## src/rtl/layer_feeder_pkg.sv

```systemverilog
// Shared types and defaults for the layer feeder family: FSM encoding,
// default geometry, and an a_bus element extraction helper.
package layer_feeder_pkg;

  typedef enum logic [1:0] {
    FILL = 2'd0,
    HOLD = 2'd1,
    OUT  = 2'd2
  } feeder_state_t;

  localparam int unsigned DEF_DW      = 8;
  localparam int unsigned DEF_NUM_IN  = 10;
  localparam int unsigned DEF_LATENCY = 3;

  // Element idx of a default-geometry activation bus (element 0 in the LSBs).
  function automatic logic [DEF_DW-1:0] bus_elem(
    input logic [DEF_NUM_IN*DEF_DW-1:0] bus,
    input int unsigned                  idx
  );
    return DEF_DW'(bus >> (idx * DEF_DW));
  endfunction

endpackage

```

## src/rtl/feeder_hold_timer.sv

```systemverilog
// Loadable down-counter that stops at zero; done is high while the count is zero.
module feeder_hold_timer #(
  parameter int unsigned W = 2
) (
  input  logic         clk,
  input  logic         reset,
  input  logic         load,
  input  logic [W-1:0] load_value,
  input  logic         en,
  output logic         done
);

  logic [W-1:0] count;

  always_ff @(posedge clk or negedge reset) begin
    if (!reset) begin
      count <= '0;
    end else if (load) begin
      count <= load_value;
    end else if (en && !done) begin
      count <= count - 1'b1;
    end
  end

  assign done = (count == '0);

endmodule

```

## src/rtl/layer_feeder.sv

```systemverilog
// Deserialises a byte stream into a parallel activation vector for one node,
// waits out the node pipeline, then returns the node result on a stream.
module layer_feeder
  import layer_feeder_pkg::*;
#(
  parameter int unsigned NUM_IN  = DEF_NUM_IN,
  parameter int unsigned DW      = DEF_DW,
  parameter int unsigned LATENCY = DEF_LATENCY
) (
  input  logic                 clk,
  input  logic                 reset,
  input  logic [DW-1:0]        s_data,
  input  logic                 s_valid,
  input  logic                 s_last,
  output logic                 s_ready,
  output logic [NUM_IN*DW-1:0] a_bus,
  input  logic [DW-1:0]        node_result,
  output logic [DW-1:0]        m_data,
  output logic                 m_valid,
  input  logic                 m_ready,
  output logic                 busy,
  output logic                 err_frame
);

  localparam int unsigned   CW        = $clog2(NUM_IN + 1);
  localparam int unsigned   HW        = $clog2(LATENCY + 1);
  localparam logic [CW-1:0] LAST_IDX  = CW'(NUM_IN - 1);
  localparam logic [HW-1:0] HOLD_LOAD = HW'(LATENCY);

  feeder_state_t         state;
  feeder_state_t         state_next;
  logic [CW-1:0]         count;
  logic [DW-1:0]         shadow [NUM_IN];
  logic [NUM_IN*DW-1:0]  frame_next;
  logic                  beat;
  logic                  commit;
  logic                  capture;
  logic                  hold_done;

  feeder_hold_timer #(.W(HW)) u_hold_timer (
    .clk        (clk),
    .reset      (reset),
    .load       (commit),
    .load_value (HOLD_LOAD),
    .en         (state == HOLD),
    .done       (hold_done)
  );

  always_ff @(posedge clk or negedge reset) begin
    if (!reset) begin
      state <= FILL;
    end else begin
      state <= state_next;
    end
  end

  always_comb begin
    beat       = s_valid && s_ready && (state == FILL);
    commit     = beat && (s_last || (count == LAST_IDX));
    capture    = 1'b0;
    state_next = state;
    unique case (state)
      FILL: if (commit) state_next = HOLD;
      HOLD: begin
        if (hold_done) begin
          capture    = 1'b1;
          state_next = OUT;
        end
      end
      OUT:  if (m_ready) state_next = FILL;
      default: state_next = FILL;
    endcase
  end

  // Committed frame: stored beats below count, the live beat at count, zeros above.
  always_comb begin
    frame_next = '0;
    for (int unsigned i = 0; i < NUM_IN; i++) begin
      if (CW'(i) < count) begin
        frame_next[i*DW +: DW] = shadow[i];
      end else if (CW'(i) == count) begin
        frame_next[i*DW +: DW] = s_data;
      end
    end
  end

  always_ff @(posedge clk or negedge reset) begin
    if (!reset) begin
      count     <= '0;
      a_bus     <= '0;
      m_data    <= '0;
      m_valid   <= 1'b0;
      s_ready   <= 1'b0;
      err_frame <= 1'b0;
      for (int unsigned i = 0; i < NUM_IN; i++) begin
        shadow[i] <= '0;
      end
    end else begin
      s_ready   <= (state_next == FILL);
      err_frame <= commit && !(s_last && (count == LAST_IDX));
      if (commit) begin
        count <= '0;
        a_bus <= frame_next;
      end else if (beat) begin
        count <= count + 1'b1;
      end
      for (int unsigned i = 0; i < NUM_IN; i++) begin
        if (beat && (count == CW'(i))) begin
          shadow[i] <= s_data;
        end
      end
      if (capture) begin
        m_data  <= node_result;
        m_valid <= 1'b1;
      end else if ((state == OUT) && m_ready) begin
        m_valid <= 1'b0;
      end
    end
  end

  assign busy = (state != FILL) || (count != '0);

endmodule

```

## config.mk

```make
export PLATFORM = sky130hd
export DESIGN_NAME = layer_feeder
export DESIGN_NICKNAME = d
export VERILOG_FILES = /design/src/rtl/layer_feeder_pkg.sv /design/src/rtl/feeder_hold_timer.sv /design/src/rtl/layer_feeder.sv
export SDC_FILE = /design/constraint.sdc
export NUM_CORES = 1
export LEC_CHECK = 0
export CAP_MARGIN = 20
export CORE_MARGIN = 2
export CORE_UTILIZATION = 45
export CTS_BUF_LIST = sky130_fd_sc_hd__clkbuf_4 sky130_fd_sc_hd__clkbuf_8
export DETAILED_ROUTE_END_ITERATION = 7
export GPL_TIMING_DRIVEN = 0
export HOLD_SLACK_MARGIN = 0.05
export PLACE_DENSITY = 0.68
export SETUP_SLACK_MARGIN = 0.4
export SYNTH_ARGS = -nofsm -noshare
export SYNTH_HDL_FRONTEND = slang
export SYNTH_SLANG_ARGS = --single-unit
export TNS_END_PERCENT = 100
```

## constraint.sdc

```tcl
create_clock -name clk -period 2.81 [get_ports clk]
set_input_delay 0.843 -clock clk [delete_from_list [all_inputs] [get_ports clk]]
set_output_delay 0.843 -clock clk [all_outputs]
set_load 0.01 [all_outputs]
```

# After elaboration in Yosys (flattened, before gate mapping)
# Index checks and enable logic that the tools add are counted.
dict set report totals {
  elab_cells 112
  reg_bits 179
  out_inout_bits 92
  input_bits 21
}
dict set report op_classes {
  eq_ne 20
  add_sub_neg 2
  muxes 32
  reduce_logical 30
  magnitude_cmp 10
}
# op count
set op_table {}
lappend op_table {{2-to-1 mux 8 bit} 20}
lappend op_table {{logical AND 1 bit} 17}
lappend op_table {{equality test 3 x 4 -> 1 bit, first input constant} 4}
lappend op_table {{equality test 4 x 3 -> 1 bit, second input constant} 4}
lappend op_table {{less-than comparator 3 x 4 -> 1 bit, first input constant} 4}
lappend op_table {{2-to-1 mux 2 bit} 5}
lappend op_table {{equality test 2 x 4 -> 1 bit, first input constant} 2}
lappend op_table {{equality test 4 x 2 -> 1 bit, second input constant} 2}
lappend op_table {{equality test 4 bit, first input constant} 2}
lappend op_table {{equality test 4 bit, second input constant} 2}
lappend op_table {{less-than comparator 1 x 4 -> 1 bit, first input constant} 2}
lappend op_table {{less-than comparator 2 x 4 -> 1 bit, first input constant} 2}
lappend op_table {{less-than comparator 4 bit, first input constant} 2}
lappend op_table {{2-to-1 mux 4 bit} 2}
lappend op_table {{nonzero test 2 bit} 4}
lappend op_table {{logical NOT 2 bit} 3}
lappend op_table {{case mux 2 bit (3 select lines)} 1}
lappend op_table {{adder 4 x 1 -> 4 bit, second input constant} 1}
lappend op_table {{equality test 1 x 4 -> 1 bit, first input constant} 1}
lappend op_table {{equality test 4 x 1 -> 1 bit, second input constant} 1}
lappend op_table {{logical NOT 4 bit} 1}
lappend op_table {{2-to-1 mux 1 bit} 4}
lappend op_table {{nonzero test 4 bit} 1}
lappend op_table {{equality test 2 x 1 -> 1 bit, second input constant} 1}
lappend op_table {{other kinds (4)} 6}

# Depth between registers and ports, before layout
dict set report depth {
  depth_word 6
  ltp_mapped 8
  depth_no_buf 6
}

# By module
# Synthesis repeated with hierarchy kept, for this count alone.
dict set report unflattened {
  cells_unflattened 737
  area_unflattened_um2 8007.7
}
# module instances cells_per_inst seq_area_each_um2 area_each_um2
set by_module_without_submodules {}
lappend by_module_without_submodules {layer_feeder 1 724 4429.2 7875.1}
lappend by_module_without_submodules {feeder_hold_timer 1 13 50.0 132.6}

# Least setup slack after synthesis
# Ideal clock, no wire load.
dict set report synth_timing {
  path_type {register -> output}
  from {register count[1]}
  to {output port busy}
  required_time_ps 1967
  slack_ps 417
  stages_incl_launch_ff 8
  t_arrival_ps 1550
  path_buffers 2
  path_cell_list {dfrtp_1 > clkbuf_1 > inv_1 > ha_1 > nand2b_1 > buf_2 > nor2_4 > nand2_1}
}
dict set report synth_between {
  elab_chain_len 2
}
# item line_no
set synth_rtl {}
lappend synth_rtl {{start, declared} layer_feeder.sv:32} ;# logic [CW-1:0] count;
lappend synth_rtl {{start signal, assigned} layer_feeder.sv:105} ;# count <= count + 1'b1;
lappend synth_rtl {{nonzero test 4 bit} layer_feeder.sv:121} ;# assign busy = (state != FILL) || (count != '0);
lappend synth_rtl {{logical OR 1 bit} layer_feeder.sv:121}
lappend synth_rtl {{end, declared} layer_feeder.sv:21} ;# output logic busy,
# Every way passes these cells.

# Worst setup path in the final report
# Ends and elaborated chain as after synthesis.

==> results list <==
- The flow ran to the end, and the final reports show no timing, DRC or antenna violations.
- Worst Path Required: 1970 ps
- Leakage power figure: 4.38 nW
- After clock tree synthesis, the clock-pin slew on the worst setup and hold paths is 90 ps.
- The layout has 1,430 filler cells.
* Origin of the worst setup path: count[1]
- Most frequent cells in the layout: sky130_fd_sc_hd__dfrtp_1, sky130_fd_sc_hd__clkdlybuf4s50_1, sky130_fd_sc_hd__nand2_1
* Worst relative slew slack: 47.2%
- After detailed routing, the number of vias per cell comes to 5.55.
- Once layout is done, the placed cells without fillers occupy 9900 µm².
- Setup repair after global routing missed its margin: true
- Across the routed clock network, the largest skew measured is 14.9 ps.
* Fraction of layout instances using a drive strength above 1: 19.7%
- DRC: 0
* Synthesized area per cell: 11.0 µm²
* Worst Path Class, Setup: flop to output pin
* Flops & latches, synth: 179
- Peak supply drop: 0.430 mV
- Synthesis produced a netlist with a net count of 749.
- From bottom edge to top edge, the die measures 137 µm.
* Slew of the pin with the lowest slew margin: 791 ps
- Overall routed net length: 21,100 µm
- For this run the aggregate overflow at the end of global routing stands at 0.
- Diodes inserted: 0
- The highest metal layer carrying signal wires in the routed design is met4.
- Clk sinks: 179
- The worst path uses 89.2% of the clock period.
- Maximum number of pins on one net before global-route repair: 131
- The synthesized netlist occupies a cell area of 7970 µm².
* Commonest non-fill, non-tap cell in the layout: sky130_fd_sc_hd__dfrtp_1
- Count of final max-slew check failures: 0
* Buffer type at the clock tree root: sky130_fd_sc_hd__clkbuf_8
- In the synthesized netlist the async set-or-reset flop fraction comes to 100%.
- Worst setup SP type: flop
* IO buf count: 103
* Length of routed met2 wiring: 10,400 µm
- Yosys printed 0 warnings.
- Summed over all nets, the half-perimeter wirelength after detailed placement is 14,400 µm.
* Max_cap viols: 0
* Beginning of the worst register-to-register path: count[1]
- Met3 WL post-DR: 1080 µm
* Max Freq: 399 MHz
- Before antenna repair, the detailed router went through 5 iterations.
* Critical Path AT: 1660 ps
* Layout area overhead: 24.3%
* Vias in the first global route: 6,039
* Routed metal-1 wire length: 9310 µm
* Htree depth: 4
* Gate count after technology mapping: 724
* Register area share after synthesis: 56.2%
- At the later pin of the worst-skew pair, clock insertion delay measures 470 ps.
- Weighted congestion at the end of routability-driven global placement: 0.861
- The min-delay analysis places its worst path in the category input pin to asynchronous set/reset pin.
* Leading register cell type out of synthesis: sky130_fd_sc_hd__dfrtp_1
* Number of DRC markers in iteration 0: 505
- For this run, the total global-route usage over all layers was measured as 23.7%.
* Total core area: 17,300 µm²
- After detailed routing, the average wire length per cell comes to 19.3 µm.
- Final critical path time including I/O delays and setup: 2510 ps
- The initial antenna violation count came to 0.
* Die span in x: 137 µm
- In this run the worst path has a maximum fanout of 2.
- Post-route total power: 9.93 mW
* Total via count after detailed routing: 6,071
* Count of antenna-violating nets left after detailed routing: 0
- For this design the ratio of total power to cell area is 1000 nW/µm².
* Global-route wire length before repair: 33,100 µm
* Starting utilization of the core area: 46.1%
- Num rows: 48
- Synthesis instantiated 48 different standard cells from the library.
- Counting flops with a built-in enable in the synthesized netlist gives 0.
- Worst Setup End Kind: output pin
- CTS Hold Buffers Added: 0
- The final layout contains 880 nets.
- Die area: 18,800 µm²
- For the final routed database, the setup TNS stands at 0 ps.
- TritonCTS built the clock tree.
* Number of CTS-inserted buffers: 17
- The clock passes through at most 2 buffers.
* Placement-stage cell area: 9310 µm²
- Ports: 113
- Setup violations remaining at the end of the flow were counted as 0.
- Final-report hold violation count: 0
## report_power, final
group | internal, mW | switching, mW | total, mW
combinational | 1.94 | 2.03 | 3.96
clock | 1.09 | 0.947 | 2.04
sequential | 3.45 | 0.484 | 3.93
## state kept, by name (all words and copies together), names as in the netlist
register            count
err_frame               1
u_hold_timer.count      2
s_ready                 1
state                   2
shadow                 80
count                   4
a_bus                  80
m_data                  8
m_valid                 1
## per-layer routing
layer	vias to the layer above	track usage [%]
met3	28	4.59
met1	3066	33.3
met2	186	37.5
li1	2791	-
met4	0	6.64
met5	-	0
## cells by family (layout without fill, tap and decap cells)
logic type | Yosys count | after routing | synth area share, %
flip-flops | 179 | 179 | 56.2
XOR/XNOR | 2 | 2 | 0.220
AO/OA/AOI/OAI | 187 | 187 | 13.6
AND/OR/NAND/NOR | 177 | 177 | 10.7
buffers and inverters | 71 | 215 | 3.75
multiplexers | 104 | 104 | 14.8
adder cells (fa/ha/maj) | 4 | 4 | 0.628
## path summary, 6_finish.rpt
kind	to	slack, ps	cells past startpoint
max	busy	300	8
max in group asynchronous	a_bus[17]	1580	2
min in group clk	a_bus[13]	480	2
min reg2reg	a_bus[13]	480	2
max reg2reg	shadow[9]	690	8
min	a_bus[9]	270	1
## repair_timing
action / CTS / global route
endpoints found under the setup margin: 87 / 2
pin swaps: 2 / 1
resized for setup: 19 / 5
setup buffers: 7 / 1
## stage by stage
step / hold WS, ps / util (%) / worst slack (ps) / std cells
2_1_floorplan: 467 / - / 417 / 724
3_3_place_gp: 464 / 53.6 / -6040 / 1052
3_5_place_dp: 466 / 53.8 / -390 / 1053
4_1_cts: 262 / 57.1 / 246 / 1092
5_1_grt: 271 / 57.2 / 239 / 1093
6_report: 268 / 57.2 / 302 / 1093
## worst max-delay path, stage by stage, from the launching register on
cell	delay, ps
sky130_fd_sc_hd__dfrtp_2	430
sky130_fd_sc_hd__buf_8	130
sky130_fd_sc_hd__inv_6	40
sky130_fd_sc_hd__ha_4	140
sky130_fd_sc_hd__nand2b_4	50
sky130_fd_sc_hd__buf_6	110
sky130_fd_sc_hd__nor2_4	90
sky130_fd_sc_hd__nand2_1	50
sky130_fd_sc_hd__buf_2	140
## area by class of cell
class                           count  area (µm²)  share of cell area (%)
Buffer                             66         303                    3.06
Clock buffer                       18         248                    2.50
Clock inverter                     14         221                    2.24
Inverter                            5        26.3                   0.265
Multi-Input combinational cell    474        3220                    32.5
Sequential cell                   179        4480                    45.3
Tap cell                          225         282                    2.84
Timing Repair Buffer              112        1120                    11.3
## Yosys cell counts, types with 4 or more instances
| cell | instances | area share [%] |
|---|---|---|
| sky130_fd_sc_hd__mux2_2 | 80 | 11 |
| sky130_fd_sc_hd__o21ai_1 | 6 | 0.38 |
| sky130_fd_sc_hd__nand2b_1 | 10 | 0.79 |
| sky130_fd_sc_hd__dfrtp_1 | 179 | 56 |
| sky130_fd_sc_hd__mux2_4 | 8 | 1.5 |
| sky130_fd_sc_hd__inv_1 | 5 | 0.24 |
| sky130_fd_sc_hd__o31a_1 | 8 | 0.88 |
| sky130_fd_sc_hd__a31oi_1 | 8 | 0.63 |
| sky130_fd_sc_hd__mux2i_1 | 16 | 2.0 |
| sky130_fd_sc_hd__clkbuf_1 | 42 | 2.0 |
| sky130_fd_sc_hd__nand3_1 | 8 | 0.50 |
| sky130_fd_sc_hd__nor2_1 | 13 | 0.61 |
| sky130_fd_sc_hd__a21o_1 | 8 | 0.75 |
| sky130_fd_sc_hd__ha_1 | 4 | 0.63 |
| sky130_fd_sc_hd__a22oi_1 | 8 | 0.75 |
| sky130_fd_sc_hd__buf_2 | 17 | 1.1 |
| sky130_fd_sc_hd__buf_1 | 5 | 0.24 |
| sky130_fd_sc_hd__nand2_1 | 100 | 4.7 |
| sky130_fd_sc_hd__a21oi_1 | 35 | 2.2 |
| sky130_fd_sc_hd__o31ai_1 | 8 | 0.75 |
| sky130_fd_sc_hd__and3_1 | 9 | 0.71 |
| sky130_fd_sc_hd__o2bb2ai_1 | 8 | 0.88 |
| sky130_fd_sc_hd__nor2b_1 | 12 | 0.94 |
| sky130_fd_sc_hd__o21ai_0 | 92 | 5.8 |
Note: power is estimated with default switching activity, not from simulation.
